--- config.mk ---
export PLATFORM = sky130hd
export DESIGN_NAME = sp_ctrl_fsm_flat
export DESIGN_NICKNAME = d
export VERILOG_FILES = /design/src/rtl/sp_ctrl_fsm_pkg.sv /design/src/rtl/sp_ctrl_fsm_if.sv /design/src/rtl/sp_ctrl_fsm_decode.sv /design/src/rtl/sp_ctrl_fsm.sv /design/src/flat_wrapper.sv
export SDC_FILE = /design/constraint.sdc
export NUM_CORES = 1
export LEC_CHECK = 0
export ABC_CLOCK_PERIOD_IN_PS = 2100
export CORE_UTILIZATION = 38
export DETAILED_ROUTE_END_ITERATION = 8
export PLACE_DENSITY = 0.73
export RECOVER_POWER = 50
export SYNTH_ARGS = -nofsm -noshare
export SYNTH_HDL_FRONTEND = slang
export SYNTH_SLANG_ARGS = --single-unit
--- constraint.sdc ---
create_clock -name clk -period 2.1 [get_ports clk]
set_input_delay 0.63 -clock clk [delete_from_list [all_inputs] [get_ports clk]]
set_output_delay 0.63 -clock clk [all_outputs]
set_load 0.05 [all_outputs]
--- src/rtl/sp_ctrl_fsm_pkg.sv ---
// sp_ctrl_fsm_pkg: opcode/func constants, control encodings and state types for the SP sequencer
package sp_ctrl_fsm_pkg;
  localparam logic [5:0] OP_R = 6'd0, OP_ANDI = 6'd1, OP_ORI = 6'd2, OP_ADDI = 6'd3, OP_SUBI = 6'd4,
    OP_LW = 6'd5, OP_SW = 6'd6, OP_BEQ = 6'd7, OP_BNE = 6'd8, OP_LUI = 6'd9, OP_J = 6'd10, OP_JAL = 6'd11;
  localparam logic [5:0] FN_AND = 6'd0, FN_OR = 6'd1, FN_ADD = 6'd2, FN_SUB = 6'd3, FN_SLT = 6'd4,
    FN_SLL = 6'd5, FN_NOR = 6'd6, FN_JR = 6'd7;
  localparam logic [3:0] ALU_AND = 4'd0, ALU_OR = 4'd1, ALU_ADD = 4'd2, ALU_SUB = 4'd3, ALU_SLT = 4'd4,
    ALU_SLL = 4'd5, ALU_NOR = 4'd6;
  localparam logic [1:0] PC_SEQ = 2'd0, PC_BR = 2'd1, PC_JMP = 2'd2, PC_REG = 2'd3;
  localparam logic [1:0] WS_RD = 2'd0, WS_RT = 2'd1, WS_RA = 2'd2;
  localparam logic [1:0] WB_ALU = 2'd0, WB_MEM = 2'd1, WB_PC4 = 2'd2, WB_LUI = 2'd3;
  typedef enum logic [2:0] {S_IDLE, S_DECODE, S_EXEC, S_MEM, S_WB, S_DONE} state_t;
  typedef enum logic [3:0] {CL_ALU, CL_BEQ, CL_BNE, CL_J, CL_JAL, CL_JR, CL_LD, CL_ST, CL_ILL} cls_t;
  typedef struct packed {
    logic [3:0] alu_op;
    logic       alu_src_imm;
    logic       imm_sext;
    logic [1:0] reg_wsel;
    logic [1:0] wb_src;
  } fields_t;
  typedef struct packed {
    fields_t f;
    cls_t    cls;
  } dec_t;
  typedef struct packed {
    logic       out_valid;
    fields_t    f;
    logic       reg_we;
    logic       mem_re;
    logic       mem_we;
    logic       pc_we;
    logic [1:0] pc_sel;
    logic       illegal;
    logic       mem_err;
  } ctrl_t;
endpackage

--- src/rtl/sp_ctrl_fsm_if.sv ---
// sp_ctrl_fsm_if: instruction handshake, datapath strobes and data-memory port of the sequencer
interface sp_ctrl_fsm_if;
  logic        in_valid;
  logic [31:0] inst;
  logic        rs_eq_rt;
  logic        mem_ready;
  logic        out_valid;
  logic [31:0] ir;
  logic [3:0]  alu_op;
  logic        alu_src_imm;
  logic        imm_sext;
  logic        reg_we;
  logic [1:0]  reg_wsel;
  logic [1:0]  wb_src;
  logic        mem_re;
  logic        mem_we;
  logic        pc_we;
  logic [1:0]  pc_sel;
  logic        illegal;
  logic        mem_err;
  modport master (
    output in_valid, inst, rs_eq_rt, mem_ready,
    input  out_valid, ir, alu_op, alu_src_imm, imm_sext, reg_we, reg_wsel, wb_src,
           mem_re, mem_we, pc_we, pc_sel, illegal, mem_err
  );
  modport slave (
    input  in_valid, inst, rs_eq_rt, mem_ready,
    output out_valid, ir, alu_op, alu_src_imm, imm_sext, reg_we, reg_wsel, wb_src,
           mem_re, mem_we, pc_we, pc_sel, illegal, mem_err
  );
endinterface

--- src/rtl/sp_ctrl_fsm_decode.sv ---
// sp_ctrl_fsm_decode: opcode/func -> datapath control fields and instruction class
module sp_ctrl_fsm_decode
  import sp_ctrl_fsm_pkg::*;
(
  input  logic [5:0] op,
  input  logic [5:0] func,
  output dec_t       dec
);
  // unknown opcodes/funcs fall through to CL_ILL with neutral fields
  always_comb begin
    dec = '0;
    dec.f.alu_op = ALU_ADD;
    dec.f.imm_sext = 1'b1;
    dec.cls = CL_ILL;
    case (op)
      OP_R: begin
        dec.f.alu_op = func <= FN_NOR ? func[3:0] : ALU_ADD;
        dec.cls = func <= FN_NOR ? CL_ALU : func == FN_JR ? CL_JR : CL_ILL;
      end
      OP_ANDI, OP_ORI: begin
        dec.f.alu_op = op == OP_ANDI ? ALU_AND : ALU_OR;
        dec.f.alu_src_imm = 1'b1;
        dec.f.imm_sext = 1'b0;
        dec.f.reg_wsel = WS_RT;
        dec.cls = CL_ALU;
      end
      OP_ADDI, OP_SUBI: begin
        dec.f.alu_op = op == OP_ADDI ? ALU_ADD : ALU_SUB;
        dec.f.alu_src_imm = 1'b1;
        dec.f.reg_wsel = WS_RT;
        dec.cls = CL_ALU;
      end
      OP_LW: begin
        dec.f.alu_src_imm = 1'b1;
        dec.f.reg_wsel = WS_RT;
        dec.f.wb_src = WB_MEM;
        dec.cls = CL_LD;
      end
      OP_SW: begin
        dec.f.alu_src_imm = 1'b1;
        dec.cls = CL_ST;
      end
      OP_BEQ, OP_BNE: begin
        dec.f.alu_op = ALU_SUB;
        dec.cls = op == OP_BEQ ? CL_BEQ : CL_BNE;
      end
      OP_LUI: begin
        dec.f.alu_src_imm = 1'b1;
        dec.f.reg_wsel = WS_RT;
        dec.f.wb_src = WB_LUI;
        dec.cls = CL_ALU;
      end
      OP_J: dec.cls = CL_J;
      OP_JAL: begin
        dec.f.reg_wsel = WS_RA;
        dec.f.wb_src = WB_PC4;
        dec.cls = CL_JAL;
      end
      default: ;
    endcase
  end
endmodule

--- src/rtl/sp_ctrl_fsm.sv ---
// sp_ctrl_fsm: multi-cycle control sequencer driving registered datapath and memory strobes
module sp_ctrl_fsm
  import sp_ctrl_fsm_pkg::*;
#(
  parameter int MEM_MAX_WAIT = 8
) (
  input logic           clk,
  input logic           rst_n,
  sp_ctrl_fsm_if.slave  bus
);
  localparam int CW = $clog2(MEM_MAX_WAIT + 1);
  state_t        state_q, state_d;
  logic [31:0]   ir_q, ir_d;
  logic [CW-1:0] cnt_q, cnt_d;
  logic          err_q, err_d;
  ctrl_t         out_q, out_d;
  dec_t          dec;
  logic          is_mem;
  sp_ctrl_fsm_decode u_dec (.op(ir_q[31:26]), .func(ir_q[5:0]), .dec(dec));
  assign is_mem = dec.cls inside {CL_LD, CL_ST};
  // outputs are computed for the state being entered so every strobe comes straight from a flop
  always_comb begin
    state_d = state_q;
    ir_d = ir_q;
    cnt_d = cnt_q;
    err_d = err_q;
    out_d = '0;
    case (state_q)
      S_IDLE: if (bus.in_valid) begin
        state_d = S_DECODE;
        ir_d = bus.inst;
      end
      S_DECODE: begin
        state_d = S_EXEC;
        out_d.f = dec.f;
        out_d.reg_we = dec.cls inside {CL_ALU, CL_JAL};
        out_d.pc_we = !is_mem;
        out_d.pc_sel = (dec.cls == CL_BEQ && bus.rs_eq_rt) || (dec.cls == CL_BNE && !bus.rs_eq_rt) ? PC_BR :
                       dec.cls inside {CL_J, CL_JAL} ? PC_JMP : dec.cls == CL_JR ? PC_REG : PC_SEQ;
      end
      S_EXEC: begin
        state_d = is_mem ? S_MEM : S_DONE;
        cnt_d = CW'(1);
        err_d = 1'b0;
        out_d.f = is_mem ? dec.f : fields_t'(0);
        out_d.mem_re = dec.cls == CL_LD;
        out_d.mem_we = dec.cls == CL_ST;
        out_d.out_valid = !is_mem;
        out_d.illegal = dec.cls == CL_ILL;
      end
      S_MEM: begin
        out_d.f = dec.f;
        if (bus.mem_ready || cnt_q == CW'(MEM_MAX_WAIT)) begin
          state_d = S_WB;
          err_d = !bus.mem_ready;
          out_d.reg_we = bus.mem_ready && dec.cls == CL_LD;
          out_d.pc_we = 1'b1;
        end else begin
          cnt_d = cnt_q + 1'b1;
          out_d.mem_re = dec.cls == CL_LD;
          out_d.mem_we = dec.cls == CL_ST;
        end
      end
      S_WB: begin
        state_d = S_DONE;
        out_d.out_valid = 1'b1;
        out_d.mem_err = err_q;
      end
      default: state_d = S_IDLE;
    endcase
  end
  // state, instruction register, wait counter and output flops; reset aborts any instruction
  always_ff @(posedge clk) begin
    if (!rst_n) begin
      state_q <= S_IDLE;
      ir_q <= '0;
      cnt_q <= '0;
      err_q <= 1'b0;
      out_q <= '0;
    end else begin
      state_q <= state_d;
      ir_q <= ir_d;
      cnt_q <= cnt_d;
      err_q <= err_d;
      out_q <= out_d;
    end
  end
  assign bus.out_valid = out_q.out_valid;
  assign bus.ir = ir_q;
  assign bus.alu_op = out_q.f.alu_op;
  assign bus.alu_src_imm = out_q.f.alu_src_imm;
  assign bus.imm_sext = out_q.f.imm_sext;
  assign bus.reg_we = out_q.reg_we;
  assign bus.reg_wsel = out_q.f.reg_wsel;
  assign bus.wb_src = out_q.f.wb_src;
  assign bus.mem_re = out_q.mem_re;
  assign bus.mem_we = out_q.mem_we;
  assign bus.pc_we = out_q.pc_we;
  assign bus.pc_sel = out_q.pc_sel;
  assign bus.illegal = out_q.illegal;
  assign bus.mem_err = out_q.mem_err;
endmodule
--- src/flat_wrapper.sv ---
// flat-port wrapper written by rule: the top's interface ports become plain ports
module sp_ctrl_fsm_flat import sp_ctrl_fsm_pkg::*;
#(
  parameter int MEM_MAX_WAIT = 8
)
  (clk, rst_n, bus_in_valid, bus_inst, bus_rs_eq_rt, bus_mem_ready, bus_out_valid, bus_ir, bus_alu_op, bus_alu_src_imm, bus_imm_sext, bus_reg_we, bus_reg_wsel, bus_wb_src, bus_mem_re, bus_mem_we, bus_pc_we, bus_pc_sel, bus_illegal, bus_mem_err);
  sp_ctrl_fsm_if bus_i ();
  input logic clk;
  input logic rst_n;
  input wire logic [$bits(bus_i.in_valid)-1:0] bus_in_valid;
  input wire logic [$bits(bus_i.inst)-1:0] bus_inst;
  input wire logic [$bits(bus_i.rs_eq_rt)-1:0] bus_rs_eq_rt;
  input wire logic [$bits(bus_i.mem_ready)-1:0] bus_mem_ready;
  output wire logic [$bits(bus_i.out_valid)-1:0] bus_out_valid;
  output wire logic [$bits(bus_i.ir)-1:0] bus_ir;
  output wire logic [$bits(bus_i.alu_op)-1:0] bus_alu_op;
  output wire logic [$bits(bus_i.alu_src_imm)-1:0] bus_alu_src_imm;
  output wire logic [$bits(bus_i.imm_sext)-1:0] bus_imm_sext;
  output wire logic [$bits(bus_i.reg_we)-1:0] bus_reg_we;
  output wire logic [$bits(bus_i.reg_wsel)-1:0] bus_reg_wsel;
  output wire logic [$bits(bus_i.wb_src)-1:0] bus_wb_src;
  output wire logic [$bits(bus_i.mem_re)-1:0] bus_mem_re;
  output wire logic [$bits(bus_i.mem_we)-1:0] bus_mem_we;
  output wire logic [$bits(bus_i.pc_we)-1:0] bus_pc_we;
  output wire logic [$bits(bus_i.pc_sel)-1:0] bus_pc_sel;
  output wire logic [$bits(bus_i.illegal)-1:0] bus_illegal;
  output wire logic [$bits(bus_i.mem_err)-1:0] bus_mem_err;
  assign bus_i.in_valid = bus_in_valid;
  assign bus_i.inst = bus_inst;
  assign bus_i.rs_eq_rt = bus_rs_eq_rt;
  assign bus_i.mem_ready = bus_mem_ready;
  assign bus_out_valid = bus_i.out_valid;
  assign bus_ir = bus_i.ir;
  assign bus_alu_op = bus_i.alu_op;
  assign bus_alu_src_imm = bus_i.alu_src_imm;
  assign bus_imm_sext = bus_i.imm_sext;
  assign bus_reg_we = bus_i.reg_we;
  assign bus_reg_wsel = bus_i.reg_wsel;
  assign bus_wb_src = bus_i.wb_src;
  assign bus_mem_re = bus_i.mem_re;
  assign bus_mem_we = bus_i.mem_we;
  assign bus_pc_we = bus_i.pc_we;
  assign bus_pc_sel = bus_i.pc_sel;
  assign bus_illegal = bus_i.illegal;
  assign bus_mem_err = bus_i.mem_err;
  sp_ctrl_fsm #(.MEM_MAX_WAIT(MEM_MAX_WAIT)) u_core (.clk(clk), .rst_n(rst_n), .bus(bus_i));
endmodule
# After elaboration in Yosys (flattened, before gate mapping)
# Cells that the tools add are included.
[classes]
reduce_logical = 30
bitwise_logic = 2
n_eq_ne = 28
n_addsub = 1
n_mux = 32
magnitude_cmp = 1
[op_table]
columns = ["op", "n"]
rows = [
  ["6-bit by 3-bit == test with 1-bit output, second input constant", 5],
  ["4-bit one-hot mux with 7 select lines", 1],
  ["6-bit by 4-bit == test with 1-bit output, second input constant", 4],
  ["10-bit one-hot mux with 2 select lines", 1],
  ["4-bit by 3-bit == test with 1-bit output, second input constant", 4],
  ["4-bit 2-to-1 mux", 4],
  ["4-bit one-hot mux with 4 select lines", 1],
  ["3-bit one-hot mux with 5 select lines", 1],
  ["2-bit AND reduction", 7],
  ["6-bit by 2-bit == test with 1-bit output, second input constant", 2],
  ["10-bit 2-to-1 mux", 1],
  ["3-bit 2-to-1 mux", 3],
  ["4-bit by 2-bit == test with 1-bit output, second input constant", 2],
  ["4-bit == test, second input constant", 2],
  ["1-bit 2-to-1 mux", 8],
  ["2-bit 2-to-1 mux", 4],
  ["1-bit one-hot mux with 2 select lines", 4],
  ["2-bit one-hot mux with 2 select lines", 2],
  ["4-bit one-hot mux with 2 select lines", 1],
  ["2-bit nonzero test", 4],
  ["2-bit OR reduction", 4],
  ["7-bit OR reduction", 1],
  ["3-bit by 2-bit == test with 1-bit output, second input constant", 2],
  ["6-bit by 1-bit == test with 1-bit output, second input constant", 1],
  ["other kinds (18)", 25],
]
[word_totals]
out_inout_bits = 51
in_bits = 37
reg_bits = 59
word_cells = 112

# Depth between registers and ports, before layout
# Gate-level depths: netlist of the first run.
[depth]
depth_word = 8
ltp_mapped = 7
ltp_nobuf = 7

# Modules after synthesis
# From an unflattened synthesis of the first run, not the netlist that was laid out.
[unflattened]
hier_cells = 313
hier_area_um2 = 2572.5
[by_module_without_submodules]
columns = ["module", "cells_per_inst", "seq_area_each_um2", "n_inst", "area_per_inst_um2"]
rows = [
  ["sp_ctrl_fsm", 262, 1181.1, 1, 2259.7],
  ["sp_ctrl_fsm_decode", 51, 0.0, 1, 312.8],
]

# Worst setup path after synthesis of the first run
# Ideal clock, no wire load.
[synth_path]
path_kind = "register to register"
from = "register u_core.ir_q[28] (netlist: u_core.bus.ir[28])"
to = "register u_core.out_q, in the netlist u_core.bus.alu_src_imm"
path_buffers = 0
synth_period_minus_slack_ns = 1.867
slack_ns = 0.233
setup_time_ns = 0.079
arrival_time_ns = 1.788
t_required_ns = 2.021
stages_incl_launch_ff = 6
cell_sequence = "dfxtp_1 nor2b_1 nand3_2 o21a_1 or2_4 a211oi_2"
[synth_between]
elab_chain_cells = 7
[synth_lines]
columns = ["element", "line_no", "text"]
rows = [
  ["from (decl)", "sp_ctrl_fsm.sv:13", "logic [31:0] ir_q, ir_d;"],
  ["from (signal assigned)", "sp_ctrl_fsm.sv:82", "ir_q <= ir_d;"],
  ["6-bit by 1-bit == test with 1-bit output (tied with other cells)", "sp_ctrl_fsm_decode.sv:15", "case (op)"],
  ["5-bit OR reduction (no source line) (tied with other cells)", "-", ""],
  ["4-bit one-hot mux with 7 select lines", "sp_ctrl_fsm_decode.sv:15", ""],
  ["4-bit by 3-bit == test with 1-bit output", "sp_ctrl_fsm.sv:20", "assign is_mem = dec.cls inside {CL_LD, CL_ST};"],
  ["2-bit nonzero test", "sp_ctrl_fsm.sv:20", ""],
  ["10-bit 2-to-1 mux", "sp_ctrl_fsm.sv:45", "out_d.f = is_mem ? dec.f : fields_t'(0);"],
  ["10-bit one-hot mux with 2 select lines (*)", "sp_ctrl_fsm.sv:28", "case (state_q)"],
  ["to (signal assigned)", "sp_ctrl_fsm.sv:85", "out_q <= out_d;"],
  ["to (decl)", "sp_ctrl_fsm.sv:16", "ctrl_t out_q, out_d;"],
]
# Every way passes the cells marked *; elsewhere a longest branch is shown, timed or not.
# A chain may end at the register's enable or synchronous reset.

# Final worst setup path of the first run
[layout_path]
from = "register u_core.out_q, in the netlist u_core.bus.reg_wsel[0]"
to = "output bus_reg_wsel[0]"
[layout_lines]
columns = ["element", "line_no", "text"]
rows = [
  ["to (decl)", "flat_wrapper.sv:20", "output wire logic [$bits(bus_i.reg_wsel)-1:0] bus_reg_wsel;"],
]
# No word-level cell between the ends.

==> metrics list, run 1 <==
* Post-synthesis average cell area: around 8.4 um2
* Die W: 82.5 um
* WL/cell: 13.2 um
- Worst setup slack after placement: -15.0 ps
- Dominant register cell in the synthesized netlist: sky130_fd_sc_hd__dfxtp_1
- Static timing analysis puts the maximum clock frequency at around 490 MHz.
- Across all hold checks on the routed design, the worst slack comes to about 470 ps.
- The number of global-route vias before repair is approximately 2200.
- Portion of total power attributed to sequential cells: 40.1%
* Leak pwr: between 1 and 1.5 nW
- Critical-path cell list: clkdlybuf4s50_1
- Port buffering added 87 buffers.
* Initial Utilization: roughly 40%
* Crit start category: flop
- Placed cell count: ~450
- In the final timing run, aggregate negative setup slack is 0 ps.
- Along the worst path, the maximum fanout reaches 1.
- After floorplanning, the core was divided into 28 placement rows.
- Cts bufs inserted: 9
- Share of layout cells above drive strength 1: a little over a tenth
- Leaving out filler cells and counting taps, the final layout contains 465.
- Number of fill cells in the layout: 587
- Power density over cell area: just under 900 nW/um2
- The routed design has ~6000 um of wire.
* Portion of the clock cycle consumed by the worst path in the final layout: 97.4%
* # H-tree levels: 3
- Number of hold violations in the final report: 0
* Maximum number of pins on one net before global-route repair: 33
* Proportion of netlist area held by the largest area contributor: roughly half
* Number of enable-type register cells in the synthesized netlist: 0
- Data arrival time of the worst path: roughly 1400 ps
* Switching share of total power: around 28%
* Worst-case headroom to the max-slew limit: ~58%
- DR pass1 iterations: 4
- Global routing used around a fifth of the available tracks across all layers.
* Minimum setup slack in the final design: 53.7 ps
- Clock-pin slew on the worst setup and hold paths: roughly 60 ps
- The floorplan step set the die height to around 80 um.
- The die covers roughly 7000 um2.
- The worst setup path is captured at an output port.
* Portion of netlist area occupied by mux cells: 0.407%
* Number of nets in the synthesized netlist: 331
- Buffering stage count on the worst path with inverters included: 1
- After detailed routing, the number of remaining DRC violations is 0.
* Sequential cell area in the final layout: between 1000 and 1500 um2
* DRT iter0 DRCs: around 120
- Mapped Area: 2460 um2
- The detail route stage leaves a number of antenna-violating nets equal to 0.
- By area, the combinational part of the netlist is dominated by simple AND/OR/NAND/NOR gates.
* CTS Hold Buffers Added: 0
- Summing the areas of all fa, ha and maj instances in the mapped netlist gives roughly 1% of the synthesized area.
- In the final layout, the multi-input gates occupy 1180 um2.
* Yosys warning total: 0
* Later-pin clock latency in the skew report: about 330 ps
- Design Area, Final: approximately 3500 um2
* Share of the synthesized netlist area taken by xor and xnor gates: less than 1%
- The tree built by TritonCTS fans out to between 50 and 60 sinks.
- Slowest stage cell, crit path: sky130_fd_sc_hd__clkdlybuf4s50_1
- Data required time of the worst path: roughly 1500 ps
* Number of distinct library cells after synthesis: 51
* Peak supply drop: ~0.43 mV
- Cell type group with the largest total delay on the critical path: buffers and inverters
- Area after DPL: around 3400 um2
* Final weighted congestion in routability-driven placement: just over 0.9
- Transition at the pin with the smallest max-transition slack: around 630 ps
- Wire length of the first global-routing pass: ~10000 um
- Net switching power: between 0.0008 and 0.0009 W
- Internal cell power: roughly 0.0022 W
- Antenna diode instance count: 0
- Of the synthesized area, sequential elements account for around half.
- Synthesized flop and latch total: 59
- The cell count after synthesis came out at ~300.
- The flow ran to the end, and the final reports show no timing, DRC or antenna violations.
- In this run the deepest clock path goes through 2 buffers.
* Leading cell types by total area after synthesis: sky130_fd_sc_hd__dfxtp_1 (48%), sky130_fd_sc_hd__nand2_1 (12%), sky130_fd_sc_hd__a21boi_0 (8.9%), sky130_fd_sc_hd__nor2_1 (2.4%), sky130_fd_sc_hd__a21oi_1 (2.2%)
* Most area-hungry cell type in the Yosys netlist: sky130_fd_sc_hd__dfxtp_1
- Per report_power, the clock group accounts for 40.2% of the total.
- Antenna violations before repair: 0
- Total core area: ~6000 um2
- Setup repair after global routing left no endpoint under its margin.
- Simple-gate portion of the synthesized area: 26.4%
- In this design, the stage delay of the slowest critical-path cell is around 790 ps.
- The total overflow left after global routing is 0.
* Fin. max-slew vios: 0
- Nets: roughly 420
* Worst min-delay path category: flop to flop
- Ports placed on the boundary: 88
- The tool flagged a number of max-cap violations equal to 0.
- HPWL after DPL: 4260 um
- Combinational logic is responsible for between 10% and 20% of the overall power.
- In the synthesized netlist the async set-or-reset flop fraction comes to 0%.
* Final setup skew: ~12 ps
* TritonCTS clock tree: yes
- Summing the areas of all compound-gate instances in the mapped netlist gives 19.9% of the synthesized area.
- The tree is rooted in a sky130_fd_sc_hd__clkbuf_8.
- Worst Setup Path Type: flop to output port
- Final setup violation count: 0
- Routed vias/inst: around 5.1
- Post-layout minimum cycle time: between 2000 and 2500 ps
- The detailed router placed roughly 2400 vias in this run.
- Area growth syn-to-layout: 42.7%
## final cells by class
| cell class | instances | share of cell area (%) |
|---|---|---|
| multi-input combinational | 212 | 33.7 |
| sequential | 59 | 33.6 |
| timing repair buffer | 98 | 22.5 |
| tap | 75 | 2.67 |
| inverter | 5 | 0.535 |
| clock buffer | 11 | 4.03 |
| clock inverter | 5 | 2.85 |
## tightest hold or removal path: cells and delay by family (launching register included)
family             cells  cell delay (ps)
and+or+nand+nor        1               50
AOI/OAI and AO/OA      1               60
DFF                    1              310
## flip-flops by register name, summed over array words and instances (netlist names), 2 cells and up
signal               count
u_core.bus.pc_sel        2
u_core.bus.reg_wsel      2
u_core.bus.alu_op        4
u_core.state_q           3
u_core.bus.ir           32
u_core.cnt_q             4
u_core.bus.wb_src        2
## routing by layer
layer	global-route usage, %	vias to the layer above	part of all wire, %
li1	-	1182	-
met1	25.4	1087	46
met2	30.2	80	45
met3	4.62	15	7.2
met4	10.7	0	2.2
met5	0	-	0
## metrics by stage
step                      power, W  utilization, %
final                      0.00309            57.6
after global routing       0.00322            57.6
after CTS                  0.00316            60.1
after detailed placement   0.00192            56.2
after global placement     0.00191            56.2
after floorplan            0.00165               -
## worst paths after layout
kind,start,depth (start not counted),to,slack [ps]
max,u_core.bus.reg_wsel[0],1,bus_reg_wsel[0],50
min,u_core.bus.ir[24],2,u_core.bus.ir[24],470
max reg2reg,u_core.bus.ir[29],5,u_core.bus.alu_src_imm,240
min reg2reg,u_core.bus.ir[24],2,u_core.bus.ir[24],470
## Yosys cell counts, types with 3 or more instances
cell type / n
sky130_fd_sc_hd__nand2_1: 78
sky130_fd_sc_hd__dfxtp_1: 59
sky130_fd_sc_hd__a21boi_0: 29
sky130_fd_sc_hd__nor2_1: 16
sky130_fd_sc_hd__clkbuf_1: 12
sky130_fd_sc_hd__a21oi_1: 11
sky130_fd_sc_hd__o21ai_0: 9
sky130_fd_sc_hd__a21boi_1: 5
sky130_fd_sc_hd__inv_1: 5
sky130_fd_sc_hd__nor2b_1: 5
sky130_fd_sc_hd__nand3_1: 4
sky130_fd_sc_hd__nand4_1: 4
sky130_fd_sc_hd__nor3_1: 4
sky130_fd_sc_hd__a31oi_1: 3
sky130_fd_sc_hd__buf_2: 3
sky130_fd_sc_hd__nand2b_1: 3
sky130_fd_sc_hd__or2_2: 3
## logic make-up (layout without fill, tap and decap cells)
group / count (synthesis) / after routing
AO/OA/AOI/OAI: 71 / 71
XOR/XNOR: 1 / 1
adder cells (fa/ha/maj): 2 / 2
buffers and inverters: 21 / 119
flip-flops: 59 / 59
multiplexers: 1 / 1
other: 1 / 1
AND/OR/NAND/NOR: 136 / 136
## placed cells by master, fill, tap and decap left out, types with 2 or more instances in the layout
| cell | n |
|---|---|
| sky130_fd_sc_hd__clkbuf_8 | 10 |
| sky130_fd_sc_hd__nor3_1 | 4 |
| sky130_fd_sc_hd__nand4b_1 | 2 |
| sky130_fd_sc_hd__a31oi_1 | 3 |
| sky130_fd_sc_hd__clkdlybuf4s50_1 | 37 |
| sky130_fd_sc_hd__clkinv_2 | 2 |
| sky130_fd_sc_hd__nor2b_1 | 5 |
| sky130_fd_sc_hd__nor4_1 | 2 |
| sky130_fd_sc_hd__or3_1 | 2 |
| sky130_fd_sc_hd__clkbuf_1 | 37 |
| sky130_fd_sc_hd__dlygate4sd3_1 | 2 |
| sky130_fd_sc_hd__buf_4 | 6 |
| sky130_fd_sc_hd__o21ai_0 | 9 |
| sky130_fd_sc_hd__dfxtp_1 | 59 |
| sky130_fd_sc_hd__a21oi_1 | 11 |
| sky130_fd_sc_hd__bufinv_16 | 3 |
| sky130_fd_sc_hd__dlygate4sd2_1 | 4 |
| sky130_fd_sc_hd__dlymetal6s2s_1 | 4 |
| sky130_fd_sc_hd__a21boi_0 | 30 |
| sky130_fd_sc_hd__nand2b_1 | 3 |
| sky130_fd_sc_hd__nand3_1 | 5 |
| sky130_fd_sc_hd__nor2_1 | 16 |
| sky130_fd_sc_hd__nand2_1 | 78 |
| sky130_fd_sc_hd__nand4_1 | 4 |
| sky130_fd_sc_hd__buf_12 | 6 |
| sky130_fd_sc_hd__clkbuf_2 | 3 |
| sky130_fd_sc_hd__a21boi_1 | 4 |
| sky130_fd_sc_hd__or2_2 | 3 |
| sky130_fd_sc_hd__o22ai_1 | 2 |
| sky130_fd_sc_hd__inv_1 | 5 |
| sky130_fd_sc_hd__ha_1 | 2 |
## power groups by stage
stage               combinational [W]  clock, W  sequential (W)
CTS                          0.000653   0.00127         0.00124
global placement             0.000649         0         0.00126
floorplan                    0.000219         0         0.00143
detailed placement           0.000652         0         0.00126
global route                 0.000660   0.00132         0.00125
finish                       0.000609   0.00124         0.00124
## what timing repair did
action / in CTS / in global routing
gates resized for setup: 4 / 4
setup endpoints to repair: 4 / 4
setup buffers: 0 / 0
(Power assumes the default switching activity.)
==> inputs of run 2 (changes only) <==
--- a/config.mk
+++ b/config.mk
@@ -6,9 +6,8 @@
 export NUM_CORES = 1
 export LEC_CHECK = 0
 export ABC_CLOCK_PERIOD_IN_PS = 2100
-export CORE_UTILIZATION = 38
+export CORE_UTILIZATION = 30
 export DETAILED_ROUTE_END_ITERATION = 8
-export PLACE_DENSITY = 0.73
 export RECOVER_POWER = 50
 export SYNTH_ARGS = -nofsm -noshare
 export SYNTH_HDL_FRONTEND = slang
==> metrics list, run 2 (synthesized netlist as in run 1, its figures left out) <==
- The maximum clock skew at final layout came to 6.07 ps (-5.67 ps).
- Die boundary height: 92.6 um (+12%)
- Number of hold violations in the final report: 0 (unchanged)
* Share of layout cells above drive strength 1: 11.2% (+0.68 points)
- # rows: 32 (+14%)
- The worst voltage drop across the vdd grid is 0.379 mV (-11%).
- Max-cap viol count: 0 (unchanged)
- Setup repair after global routing left no endpoint under its margin.
* WHS: 465 ps (-0.939 ps)
- The final RePlAce weighted congestion was 0.899 (-2.6%).
* HPWL after DPL: 4660 um (+9.4%)
- The total DRC errors in the routed layout is 0 (unchanged).
- Slowest stage cell, crit path: sky130_fd_sc_hd__clkdlybuf4s50_1
- Critical-path cell list: clkdlybuf4s50_1
- In the layout the commonest cells are sky130_fd_sc_hd__nand2_1 (78), sky130_fd_sc_hd__dfxtp_1 (59), sky130_fd_sc_hd__clkdlybuf4s50_1 (38).
* Result of the run: finished clean
* TritonCTS clock tree: yes
- Max stage delay on crit path: 790 ps (about the same)
- The count of hold buffers inserted by post-cts repair was 0 (unchanged).
- Kind of end point of the critical path: output port
- The clock slew at the register clock pins of the worst setup and hold paths came to 70 ps (about the same).
- The total global routing track utilization was 15.5% (-4.1 points).
- The power per standard cell area came to 851 nW/um2 (-3.2%).
- The fmax was 484 MHz (-0.98%).
- The total internal power was 0.00213 W (-3.8%).
* Wire length after detailed routing: 6360 um (+3.9%)
- The wire length per cell after detailed routing is 12.8 um (-2.4%).
* Ports placed on the boundary: 88 (unchanged)
* Non-filler cells, final: 495 (+6.5%)
- The worst path arrival time is 1440 ps (+20 ps).
* Number of buffer cells added on primary ports: 87 (unchanged)
* Antenna violations before repair: 0 (unchanged)
* Most common cell after layout, fill and taps aside: sky130_fd_sc_hd__nand2_1
- The number of global-route vias before repair was 2111 (-4.3%).
- Portion of total power attributed to combinational logic: 20.4% (+0.7 points)
- The leftover overflow at the end of global routing is 0 (unchanged).
- The via-per-instance ratio came to 4.68 (-7.9%).
* Area growth syn-to-layout: 44.0%
* Portion of total power attributed to sequential cells: 40.9% (+0.8 points)
* Switching share of total power: 29.4% (+1.1 points)
- The net load switching power was 0.000887 W (+1.6%).
* Data required time of the worst path: 1470 ps (about the same)
- The maximum buffer depth of the clock tree came to 2 (unchanged).
- The final number of setup-violating endpoints was 0 (unchanged).
- The count of routing violations after the opening detailed-route iteration is 156 (+26%).
- The initial cell density of the core came to 31.3% (-9.0 points).
- The post-detailed-placement cell area came to 3470 um2 (+1.3%).
* DR pass1 iterations: 4 (unchanged)
- Later-pin clock latency in the skew report: 340 ps (about the same)
- In this run the worst hold path is classified as flop to flop.
- Highest net fanout along the worst path: 1 (unchanged)
* Setup bufs post-CTS: 0 (unchanged)
* Total vias in the final route: 2317 (-2.0%)
- Crit start category: flop
* Final-layout setup total negative slack: 0 ps (unchanged)
- Buffering stage count on the worst path with inverters included: 1 (unchanged)
- The cell leakage power came to 1.36 nW (-1.9%).
- The number of pins exceeding their max-slew limit in the final report came to 0 (unchanged).
- The post-route minimum period came to 2070 ps (+20.2 ps).
* Portion of the clock cycle consumed by the worst path in the final layout: 98.4% (+0.96 points)
- Full die area: 8570 um2 (+26%)
- Worst-case headroom to the max-slew limit: 58.5% (+0.56 points)
* Num Clock Sinks: 59 (unchanged)
* Antenna diode instance count: 0 (unchanged)
* Die W: 92.6 um (+12%)
* Placed cell count: 479 (+6.7%)
* # H-tree levels: 3 (unchanged)
* Antenna-violating nets left: 0 (unchanged)
* Root buffer cell: sky130_fd_sc_hd__clkbuf_8
* Cts bufs inserted: 9 (unchanged)
- Wire length of the first global-routing pass: 10200 um (+2.0%)
- The actual transition at the worst max-transition pin is 624 ps (-8.44 ps).
- Nets: 427 (+0.71%)
- The placeable core region was 7850 um2 (+29%).
- Max reg flops: 32 (unchanged)
- The end-of-flow core utilization came to 45.2% (-12 points).
- The setup path with the least slack is of type flop to output port.
- Cell type group with the largest total delay on the critical path: buffers and inverters
- The clock share of power came to 38.7% (-1.5 points).
* Maximum number of pins on one net before global-route repair: 33 (unchanged)
- Design Area, Final: 3540 um2 (+0.93%)
-- run 2: cell types whose count changed in the layout (fill, tap and decap cells not counted), moves of 2 or more --
cell and change:
sky130_fd_sc_hd__a21boi_0 +2, sky130_fd_sc_hd__buf_4 +7, sky130_fd_sc_hd__dlymetal6s2s_1 -2, sky130_fd_sc_hd__a21boi_1 -2, sky130_fd_sc_hd__clkbuf_2 -3
-- run 2: power by group through the flow --
stage               Sequential (W)  Combinational [W]  Clock, W
finish                     0.00123           0.000615   0.00117
global route               0.00124           0.000661   0.00125
CTS                        0.00124           0.000660   0.00120
detailed placement         0.00126           0.000663         0
global placement           0.00126           0.000659         0
floorplan                  0.00143           0.000219         0
-- run 2: final cells by class --
class | instances | area [um2]
clock inverter | 4 | 72.6
clock buffer | 12 | 155
sequential | 59 | 1180
inverter | 5 | 18.8
multi-input combinational | 212 | 1180
timing repair buffer | 101 | 803
tap | 102 | 128
fill | 821 | 4300
-- run 2: worst paths after layout --
check | start | end | slack, ps | cells after the start
worst max-delay path | u_core.bus.alu_op[2] | bus_alu_op[2] | 30 | 1
worst max register to register | u_core.bus.ir[29] | u_core.bus.mem_we | 250 | 5
worst min register to register | u_core.bus.ir[14] | u_core.bus.ir[14] | 460 | 2
worst min-delay path | u_core.bus.ir[14] | u_core.bus.ir[14] | 460 | 2
-- run 2: through the flow --
stage	power [W]	setup WS (ps)
3_5_place_dp	0.00192	11.7
2_1_floorplan	0.00165	233
3_3_place_gp	0.00192	17.5
4_1_cts	0.00309	16.2
6_report	0.00302	33.4
5_1_grt	0.00316	2.28
-- run 2: repair_timing --
action,in CTS,in global routing
pin swaps,0,0
resized for setup,4,2
endpoints found under the setup margin,4,2
-- run 2: layer usage --
metal  vias to the layer above  global-route usage, %  routed length (um)
li1                       1186                      -                   -
met1                      1043                   19.9                2900
met2                        77                   23.6                2890
met3                        11                   4.27                 460
met4                         0                   8.46                 113
met5                         -                      0                   0
==> RTL change 1: new RTL, settings of run 2 <==
`MEM_MAX_WAIT` is set to 8 in 2 places; all go to 4.
--- a/src/rtl/sp_ctrl_fsm.sv
+++ b/src/rtl/sp_ctrl_fsm.sv
@@ -2,7 +2,7 @@
 module sp_ctrl_fsm
   import sp_ctrl_fsm_pkg::*;
 #(
-  parameter int MEM_MAX_WAIT = 8
+  parameter int MEM_MAX_WAIT = 4
 ) (
   input logic           clk,
   input logic           rst_n,
--- a/src/flat_wrapper.sv
+++ b/src/flat_wrapper.sv
@@ -1,7 +1,7 @@
 // flat-port wrapper written by rule: the top's interface ports become plain ports
 module sp_ctrl_fsm_flat import sp_ctrl_fsm_pkg::*;
 #(
-  parameter int MEM_MAX_WAIT = 8
+  parameter int MEM_MAX_WAIT = 4
 )
   (clk, rst_n, bus_in_valid, bus_inst, bus_rs_eq_rt, bus_mem_ready, bus_out_valid, bus_ir, bus_alu_op, bus_alu_src_imm, bus_imm_sext, bus_reg_we, bus_reg_wsel, bus_wb_src, bus_mem_re, bus_mem_we, bus_pc_we, bus_pc_sel, bus_illegal, bus_mem_err);
   sp_ctrl_fsm_if bus_i ();
Check against the original RTL: not equivalent (a bounded check fails within 10 cycles, from zero or initial values and one cycle with rst_n low).
==> RTL change 1 against run 2 <==
Final area grew 0.11%; worst setup slack gained 11 ps; area after synthesis grew 2.7%; routed wire length shrank 1.6%; total power shrank 3.3%; sequential cell count shrank 1; non-clock buffer count shrank 1; count of clock-buffer cells in the layout shrank 3; critical endpoint is now bus_mem_we.
==> RTL change 1: results <==
export IMPL_outcome="completed"
export IMPL_fill_cells=845
export IMPL_cts_root_to_sink_buffers=2
export IMPL_postCtsSetupRepairBufs=0
export IMPL_worst_r2r_endpoint="u_core.bus.reg_we$_SDFF_PN0_"
export IMPL_yosys_most_used_dff="sky130_fd_sc_hd__dfxtp_1"
export IMPL_placement_cell_area_um2=3500
export IMPL_leakage_uw=0.00135
export IMPL_ys_top_cells_by_count="sky130_fd_sc_hd__nand2_1, sky130_fd_sc_hd__dfxtp_1, sky130_fd_sc_hd__a21boi_0"
export IMPL_power_switching_uw=956
export IMPL_drt_wl_cell_um=12.6
export IMPL_hpwl_mm=4.40
export IMPL_hold_path_class="flip-flop to flip-flop"
export IMPL_hold_path_startpoint="u_core.err_q$_SDFFE_PN0P_"
export IMPL_largest_net_degree_at_the_start_of_global_routing=42
export IMPL_seq_area_frac_synth=0.460
export IMPL_grt_pass1_wl_mm=10.2
export IMPL_layout_drive_gt1_share=0.0944
export IMPL_worst_slew_pin_slew_ps=696
export IMPL_synth_cell_types=48
export IMPL_drt_first_iter_violations=60
export IMPL_viasPerCell=4.70
export IMPL_finalWeightedCongestion=0.781
export IMPL_finalClockSkew_ps=7.22
export IMPL_gr_usage_all_layers=0.150
export IMPL_grt_util_met2=0.224
export IMPL_num_nets_final=426
export IMPL_met1_track_utilization_from_global_routing=0.190
export IMPL_min_to="u_core.bus.mem_err$_SDFF_PN0_"
export IMPL_worst_r2r_setup_slack_ps=370
export IMPL_multi_input_logic_area_um2=1250
export IMPL_synth_area_leaders="sky130_fd_sc_hd__dfxtp_1, sky130_fd_sc_hd__nand2_1, sky130_fd_sc_hd__a21boi_0"
export IMPL_crit_path_max_incr_delay_ps=790
export IMPL_met3_resource_use_gr=0.0510
export IMPL_max_vdd_ir_drop_mv=0.306
export IMPL_syn_num_nets=337
-- RTL change 1: cell types whose count changed after synthesis, moves of 2 or more --
| cell | run 2 | this run |
|---|---|---|
| sky130_fd_sc_hd__a21boi_0 | 29 | 27 |
| sky130_fd_sc_hd__a21oi_1 | 11 | 8 |
| sky130_fd_sc_hd__buf_2 | 3 | 7 |
| sky130_fd_sc_hd__buf_6 | 0 | 2 |
| sky130_fd_sc_hd__or2_2 | 3 | 1 |
| sky130_fd_sc_hd__nor3_1 | 4 | 9 |
| sky130_fd_sc_hd__nand3_1 | 4 | 7 |
| sky130_fd_sc_hd__and3_1 | 1 | 5 |
| sky130_fd_sc_hd__nor2_1 | 16 | 9 |
| sky130_fd_sc_hd__a21boi_1 | 5 | 10 |
-- RTL change 1: through the flow --
step	instances	power, uW	hold WS, ps	setup slack, ps
2_1_floorplan	298	1670	409	280
3_3_place_gp	481	1950	432	41.7
3_5_place_dp	481	1950	425	17.8
4_1_cts	497	3000	437	14.3
5_1_grt	497	3070	470	5.06
6_report	497	2910	435	44.7
-- RTL change 1: logic make-up after synthesis --
logic type,Yosys count,share of synthesized area
AOI/OAI and AO/OA,70,0.193
xor gates and xnor gates,2,0.00694
adders and majority gates,2,0.00990
buffers and inverters,26,0.0480
DFF,58,0.460
muxes,1,0.00396
other,1,0.00148
and+or+nand+nor,138,0.277
-- RTL change 1: power groups by stage --
stage	clock (uW)	combinational, uW	sequential [uW]
2_1_floorplan	0	257	1420
3_3_place_gp	0	704	1240
3_5_place_dp	0	708	1240
4_1_cts	1080	707	1220
5_1_grt	1140	712	1230
6_report	1040	660	1220
-- RTL change 1: routing by layer --
layer / up-vias / share of wire
met5: - / 0
met4: 0 / 0.011
met3: 6 / 0.074
met2: 70 / 0.46
met1: 1052 / 0.45
li1: 1210 / -
-- RTL change 1: repair_timing --
action / 4_1_cts / 5_1_grt
pin swaps: 0 / 0
setup endpoints to repair: 3 / 2
gates resized for setup: 3 / 2
gates cloned: 0 / 0
-- RTL change 1: area by class of cell --
cell class | count | area share
repair buffers | 100 | 0.221
well taps | 105 | 0.0370
clock buffers | 9 | 0.0349
clock inverters | 7 | 0.0222
multi-input cells | 214 | 0.353
inverters | 4 | 0.00423
flip-flops and latches | 58 | 0.327
-- RTL change 1: worst max-delay path by stage --
stage / start / end
after global routing: u_core.bus.mem_we$_SDFF_PN0_ / bus_mem_we
final: u_core.bus.mem_we$_SDFF_PN0_ / bus_mem_we
after CTS: u_core.bus.pc_sel[1]$_SDFF_PP0_ / bus_pc_sel[1]
after global placement: bus_in_valid / u_core.bus.ir[27]$_SDFFE_PN0P_
after detailed placement: bus_in_valid / u_core.bus.ir[28]$_SDFFE_PN0P_
after floorplan: u_core.bus.ir[29]$_SDFFE_PN0P_ / u_core.bus.alu_op[2]$_SDFF_PN0_
==> RTL change 2: new RTL, config.mk and constraints of run 2 <==
Made on the original files. Take the reset off `ir_q` and load it in a clocked block of its own.
--- a/src/rtl/sp_ctrl_fsm.sv
+++ b/src/rtl/sp_ctrl_fsm.sv
@@ -73,17 +73,19 @@
   always_ff @(posedge clk) begin
     if (!rst_n) begin
       state_q <= S_IDLE;
-      ir_q <= '0;
       cnt_q <= '0;
       err_q <= 1'b0;
       out_q <= '0;
     end else begin
       state_q <= state_d;
-      ir_q <= ir_d;
       cnt_q <= cnt_d;
       err_q <= err_d;
       out_q <= out_d;
     end
+  end
+
+  always_ff @(posedge clk) begin
+    ir_q <= ir_d;
   end
   assign bus.out_valid = out_q.out_valid;
   assign bus.ir = ir_q;
Formal check against the unedited RTL: not equivalent (Yosys sat finds a counterexample within 4 cycles, from zero or initial values and one cycle with rst_n low).
==> RTL change 2 against run 2 <==
Total power decreased by 5.4%; routed wire length decreased by 16%; clock power decreased by 16%; clock skew decreased by 0.62 ps; die area decreased by 5.6%; sequential cell count unchanged; area after synthesis decreased by 5.7%; worst setup slack improved by 230 ps; final area decreased by 4.7%; first-iteration DRC count decreased by 12%; critical path type unchanged; largest cell class is now sequential cells.
==> RTL change 2: results <==
export IMPL_synthMostInstantiatedCell="sky130_fd_sc_hd__edfxtp_1"
export IMPL_grt_pass1_wl_mm=8.90
export IMPL_sequentialPower_uw=1340
export IMPL_cpLargestDelayFamily="flip-flops"
export IMPL_met2WireLength_mm=2.36
export IMPL_synth_cell_types=46
export IMPL_max_vdd_ir_drop_mv=0.466
export IMPL_met1_track_utilization_from_global_routing=0.170
export IMPL_comb_cell_power_uw=522
export IMPL_post_cts_resize_count=2
export IMPL_synthAdderAreaFrac=0.0108
export IMPL_ys_top_cells_by_count="sky130_fd_sc_hd__edfxtp_1, sky130_fd_sc_hd__dfxtp_1"
export IMPL_maximum_fanout_along_the_worst_path=9
export IMPL_multi_input_logic_area_um2=768
export IMPL_layout_clock_cell_area_share=0.0571
export IMPL_flip_flop_and_latch_area_um2=1500
export IMPL_layout_area_top_class="sequential cells"
export IMPL_finalClockSkew_ps=5.45
export IMPL_hold_path_startpoint="u_core.err_q$_SDFFE_PN0P_"
export IMPL_buffer_area_frac=0.229
export IMPL_detail_route_wirelength_met1_mm=2.36
export IMPL_gr_usage_all_layers=0.141
export IMPL_synth_avg_cell_area_um2=12.4
export IMPL_outcome="completed"
export IMPL_num_nets_final=324
export IMPL_drt_wl_cell_um=13.7
export IMPL_critPathArrivalTime_ps=1210
export IMPL_synth_area_leaders="sky130_fd_sc_hd__edfxtp_1, sky130_fd_sc_hd__dfxtp_1, sky130_fd_sc_hd__a21oi_1"
export IMPL_startpoint_of_the_most_critical_setup_path="u_core.bus.ir[26]$_DFFE_PP_"
export IMPL_finalWeightedCongestion=0.759
export IMPL_first_global_vias=1865
export IMPL_met3_resource_use_gr=0.0668
export IMPL_synth_xor_area_share=0.0157
export IMPL_critical_path_reg2reg_startpoint="u_core.cnt_q[0]$_SDFFE_PN0P_"
export IMPL_place_inst=373
export IMPL_slew_headroom=0.587
export IMPL_cellPowerDensity_nw_per_um2=844
export IMPL_viasPerCell=4.62
export IMPL_fill_cells=706
export IMPL_layout_drive_gt1_share=0.197
export IMPL_place_ws_ps=108
export IMPL_crit_path_max_incr_delay_ps=500
export IMPL_share_comb_of_total_power=0.183
export IMPL_synth_compound_gate_area_share=0.117
export IMPL_num_nonclk_buffers=96
export IMPL_grt_util_met2=0.208
export IMPL_leakage_uw=0.00127
export IMPL_multiInputCombCellCount=114
export IMPL_placement_cell_area_um2=3290
export IMPL_drt_first_iter_violations=137
export IMPL_final_cell_count_no_fill=389
export IMPL_synth_enable_flop_cells=32
export IMPL_synth_mux_area_fraction=0.00971
export IMPL_syn_num_nets=226
==> RTL change 2: cell types whose count changed after synthesis, moves of 5 or more <==
cell and delta:
sky130_fd_sc_hd__edfxtp_1 +32, sky130_fd_sc_hd__nand2_1 -67, sky130_fd_sc_hd__a21boi_1 -5, sky130_fd_sc_hd__nor3_1 +5
sky130_fd_sc_hd__nor2_1 -5, sky130_fd_sc_hd__clkbuf_1 -7, sky130_fd_sc_hd__dfxtp_1 -32, sky130_fd_sc_hd__a21boi_0 -29
==> RTL change 2: final timing paths <==
| kind | to | slack (ps) | cells past startpoint |
|---|---|---|---|
| setup reg to reg | u_core.bus.mem_we$_SDFF_PN0_ | 420 | 6 |
| setup / recovery | bus_ir[26] | 260 | 2 |
| hold / removal | u_core.err_q$_SDFFE_PN0P_ | 480 | 2 |
| hold reg to reg | u_core.err_q$_SDFFE_PN0P_ | 480 | 2 |
